<file path="config.mk">
export PLATFORM = sky130hd
export DESIGN_NAME = clk_gen_param
export DESIGN_NICKNAME = d
export VERILOG_FILES = /design/src/rtl/clk_gen_param.sv
export SDC_FILE = /design/constraint.sdc
export NUM_CORES = 1
export LEC_CHECK = 0
export ABC_AREA = 0
export CORE_UTILIZATION = 23
export CTS_CLUSTER_DIAMETER = 150
export DETAILED_ROUTE_END_ITERATION = 8
export DONT_BUFFER_PORTS = 1
export HOLD_SLACK_MARGIN = 0.12
export MAX_ROUTING_LAYER = met4
export PLACE_DENSITY = 0.34
export SLEW_MARGIN = 0
export SYNTH_ARGS = -nofsm -noshare
export SYNTH_HDL_FRONTEND = slang
export SYNTH_SLANG_ARGS = --single-unit
</file>
<file path="constraint.sdc">
create_clock -name clk8f -period 1.8 [get_ports clk8f]
set_clock_uncertainty 0.2 [all_clocks]
set_input_delay 0.45 -clock clk8f [delete_from_list [all_inputs] [get_ports clk8f]]
set_output_delay 0.45 -clock clk8f [all_outputs]
set_load 0.005 [all_outputs]
</file>
<file path="src/rtl/clk_gen_param.sv">
// clk_gen_param: master-counter clock divider with a runtime divide offset applied on counter wrap.
// Optional per-output rising-edge strobes are built when CLK_GEN_STROBE_EN is defined.
module clk_gen_param #(
  parameter int unsigned NUM_OUT = 3
) (
  input  logic               clk8f,
  input  logic               reset,
  input  logic               enable,
  input  logic               cfg_req,
  input  logic [1:0]         cfg_off,
  output logic [NUM_OUT-1:0] clk_out,
  output logic [1:0]         off_cur,
  output logic               cfg_busy,
  output logic               cfg_ack,
  output logic               locked
`ifdef CLK_GEN_STROBE_EN
  ,
  output logic [NUM_OUT-1:0] strb
`endif
);

  localparam int unsigned CNT_W = NUM_OUT + 3;

  localparam logic [0:0] StIdle = 1'b0;
  localparam logic [0:0] StPend = 1'b1;

  localparam logic [CNT_W-1:0] CntOne = CNT_W'(1);

  if (NUM_OUT == 0 || NUM_OUT > 8) begin : gen_num_out_check
    $error("clk_gen_param: NUM_OUT must be in 1..8");
  end

  logic [CNT_W-1:0]   cnt_q, cnt_d;
  logic [0:0]         state_q, state_d;
  logic [1:0]         pend_q, pend_d;
  logic [1:0]         off_q, off_d;
  logic [NUM_OUT-1:0] clk_q, clk_d, clk_nxt;
  logic               ack_q, ack_d;
  logic               locked_q, locked_d;
  logic               wrap, apply;

  assign wrap    = enable && (cnt_q == {CNT_W{1'b1}});
  assign apply   = wrap && (state_q == StPend);
  assign cnt_d   = enable ? cnt_q + CntOne : cnt_q;
  // Outputs follow the next counter value so they are registered yet phase-aligned with cnt.
  assign clk_nxt = NUM_OUT'(cnt_d >> off_q);

  always_comb begin
    state_d  = state_q;
    pend_d   = pend_q;
    off_d    = off_q;
    locked_d = locked_q;
    ack_d    = 1'b0;
    clk_d    = clk_q;

    unique case (state_q)
      StIdle: begin
        if (cfg_req) begin
          pend_d   = cfg_off;
          state_d  = StPend;
          locked_d = 1'b0;
        end else if (wrap) begin
          locked_d = 1'b1;
        end
      end
      StPend: begin
        if (apply) begin
          off_d    = pend_q;
          ack_d    = 1'b1;
          locked_d = 1'b1;
          state_d  = StIdle;
        end
      end
      default: state_d = StIdle;
    endcase

    // New offset starts from counter value 0 with all outputs low, so no runt pulses.
    if (apply) begin
      clk_d = '0;
    end else if (enable) begin
      clk_d = clk_nxt;
    end
  end

  always_ff @(posedge clk8f or negedge reset) begin
    if (!reset) begin
      cnt_q    <= '0;
      state_q  <= StIdle;
      pend_q   <= 2'd0;
      off_q    <= 2'd0;
      clk_q    <= '0;
      ack_q    <= 1'b0;
      locked_q <= 1'b0;
    end else begin
      cnt_q    <= cnt_d;
      state_q  <= state_d;
      pend_q   <= pend_d;
      off_q    <= off_d;
      clk_q    <= clk_d;
      ack_q    <= ack_d;
      locked_q <= locked_d;
    end
  end

  assign clk_out  = clk_q;
  assign off_cur  = off_q;
  assign cfg_busy = (state_q == StPend);
  assign cfg_ack  = ack_q;
  assign locked   = locked_q;

`ifdef CLK_GEN_STROBE_EN
  logic [NUM_OUT-1:0] strb_q, strb_d;

  assign strb_d = (enable && !apply) ? (clk_nxt & ~clk_q) : '0;

  always_ff @(posedge clk8f or negedge reset) begin
    if (!reset) begin
      strb_q <= '0;
    end else begin
      strb_q <= strb_d;
    end
  end

  assign strb = strb_q;
`endif

endmodule

</file>
==> impl_metrics.py <==
metrics = {
    "outcome": {
        "status": "finished, final reports clean",
    },
    "placed_design": {
        "port-buffer-count": 0,
        "routabilityCongestion": 0.737,
        "hpwlAfterDp_mm": 1.13,
    },
    "timing": {
        "whs_ns": 0.157,
        "min_period_ns": 1.77,
        "maxSlewHeadroom": 0.500,
        "finalCritPeriodShare": 0.986,
        "tightest_slew_ns": 0.748,
        "setup_violations": 0,
        "setup_tns_ns": 0,
        "final_max_slew_viol_count": 0,
        "hold_viol": 0,
        "fmax_mhz": 564,
        "rsz0062_at_grt": "yes",
    },
    "grt": {
        "grt_pass1_wl_mm": 2.72,
        "grt_pass1_vias": 583,
        "grt_max_degree": 17,
        "grt_use_total": 0.108,
        "antenna_found_initial": 0,
        "overflow": 0,
    },
    "drt": {
        "avgRoutedWirePerCell_um": 13.3,
        "drcViolationCount": 0,
        "vias_per_cell": 4.42,
        "drt-initial-drc-count": 15,
        "vias": 544,
        "drtAntennaViolNets": 0,
        "routed_wl_mm": 1.64,
        "drtPass1Iterations": 4,
    },
    "synth": {
        "syn_area_um2": 763,
        "synth_cell_types": 29,
        "ys_top_cells_by_area": "dfrtp_1, mux4_2, inv_1",
        "synth_edf_count": 0,
        "synth_top_area_share": 0.525,
        "synth.most_common_cell": "dfrtp_1",
        "yosys_warnings": 0,
        "postSynth.asyncResetShare": 1.00,
        "synth_seq_cells": 16,
        "synth.net_count": 74,
        "synth_cells": 67,
        "synth.cells.most_frequent": "dfrtp_1, inv_1, nand2_1",
        "synth_flop_cell": "dfrtp_1",
        "ys_seq_area_frac": 0.525,
        "avgSynthCellArea_um2": 11.4,
        "synth.largest_area_cell": "dfrtp_1",
    },
    "cells_and_area": {
        "syn2layout_area_growth_pct": 30.2,
        "layout-drive-gt1-share": 0.329,
        "antenna_cells": 0,
        "nNetsFinal": 87,
    },
    "cts": {
        "cts_tree": "built",
        "clk_pin_slew_ns": 0.11,
        "clock_path_buffers": 2,
        "h-tree-depth": 1,
        "cts_num_sinks": 16,
        "clock_latency_ns": 0.29,
        "cts-buffers-inserted": 3,
        "cts-root-buf": "clkbuf_4",
    },
    "job": {
        "maxCapViolations": 0,
    },
    "power": {
        "pwr-share-seq": 0.447,
        "leakagePower_nw": 0.433,
        "internal-power_mw": 0.844,
        "swShare": 0.352,
        "p_clk_frac": 0.187,
        "vdd_drop_max_v": 0.000260,
        "powerDensity_mw_per_mm2": 1310,
        "switchingPower_mw": 0.459,
        "pwr-share-comb": 0.366,
    },
    "worst_setup_path": {
        "end_kind": "flop",
        "path_class": "reg2reg",
        "arrival_ns": 1.80,
        "worstPathMaxFanout": 3,
        "crit_path_start_kind": "flop",
        "required_ns": 1.82,
    },
    "floorplan": {
        "core-area_mm2": 0.00310,
        "initial_utilization": 0.246,
        "rows": 20,
        "dieArea_mm2": 0.00355,
        "die_h_um": 59.6,
        "pin_count": 14,
        "fp.dieW_um": 59.6,
    },
    "worst_hold_path": {
        "hold_path.class": "in2reg",
    },
}
state kept, by name, indices dropped and copies added, names as in the netlist:
signal	cells
locked	1
off_cur	2
pend_q	2
cfg_busy	1
cnt_q	6
clk_out	3
cfg_ack	1
final timing paths:
kind / start / end / slack [ns] / depth (start not counted)
worst min register to register: pend_q[0] / off_cur[0] / 0.28 / 2
max in group asynchronous: reset / locked / 0.47 / 1
min in group asynchronous: reset / clk_out[0] / 0.46 / 1
worst max register to register: cnt_q[0] / clk_out[1] / 0.03 / 5
worst max-delay path: cnt_q[0] / clk_out[1] / 0.03 / 5
worst min-delay path: enable / clk_out[0] / 0.16 / 2
cell families after synthesis:
family / share of synthesized area
fa+ha+maj: 0.0164
simple gates: 0.151
xor+xnor: 0.0459
mux: 0.102
buf+inv: 0.0590
compound gates: 0.102
flops: 0.525
power by group through the flow:
stage	combinational, mW	sequential, mW	clock, mW
finish	0.477	0.582	0.244
global route	0.536	0.602	0.272
CTS	0.419	0.572	0.250
detailed placement	0.382	0.575	0
global placement	0.387	0.575	0
floorplan	0.270	0.560	0
area by class of cell:
cell class | instances | area, um2
Fill cell | 341 | 2110
Clock buffer | 4 | 36.3
Timing Repair Buffer | 10 | 87.6
Tap cell | 44 | 55.1
Multi-Input combinational cell | 41 | 384
Sequential cell | 16 | 400
Inverter | 8 | 30.0
repair_timing:
action | CTS | global route
hold endpoints to repair | 20 | 0
buffers inserted | 0 | 0
setup endpoints to repair | 3 | 3
resized for setup | 4 | 10
pin swaps | 0 | 1
hold buffers | 5 | 0
cloned | 0 | 0
cell usage in the layout, fill, tap and decap left out, drive strengths merged, types with 2 or more instances in the layout:
master,count
clkbuf,4
mux4,2
dlygate4sd3,5
buf,5
o2bb2ai,2
dfrtp,16
inv,8
nor2,6
mux2,2
nand2,8
xnor2,2
xor2,2
routing by layer:
metal,global-route usage,vias up,routed length (um),share of wire
li1,-,259,-,-
met1,0.129,270,765,0.47
met4,0.0498,0,19,0.012
met2,0.165,13,801,0.49
met3,0.0328,2,53,0.032
met5,-,-,0,0
critical path, cell delays in order (launching register included):
cell and delay, ns:
dfrtp_1 0.40, ha_2 0.20, and4_4 0.16, xnor2_2 0.14
mux4_2 0.48, o2bb2ai_2 0.12
through the flow:
stage                     cell area, um2  cells  setup slack, ns  total power, mW   util
final                                993    123           0.0257             1.30  0.320
after CTS                            941    123         0.000646             1.24  0.303
after global placement               841    114          -0.0356            0.962  0.271
after floorplan                      763     67           0.0519            0.830      -
after global routing                 993    123          -0.0442             1.41  0.320
after detailed placement             841    114         -0.00922            0.957  0.271
Power figures use the tool's default switching activity.
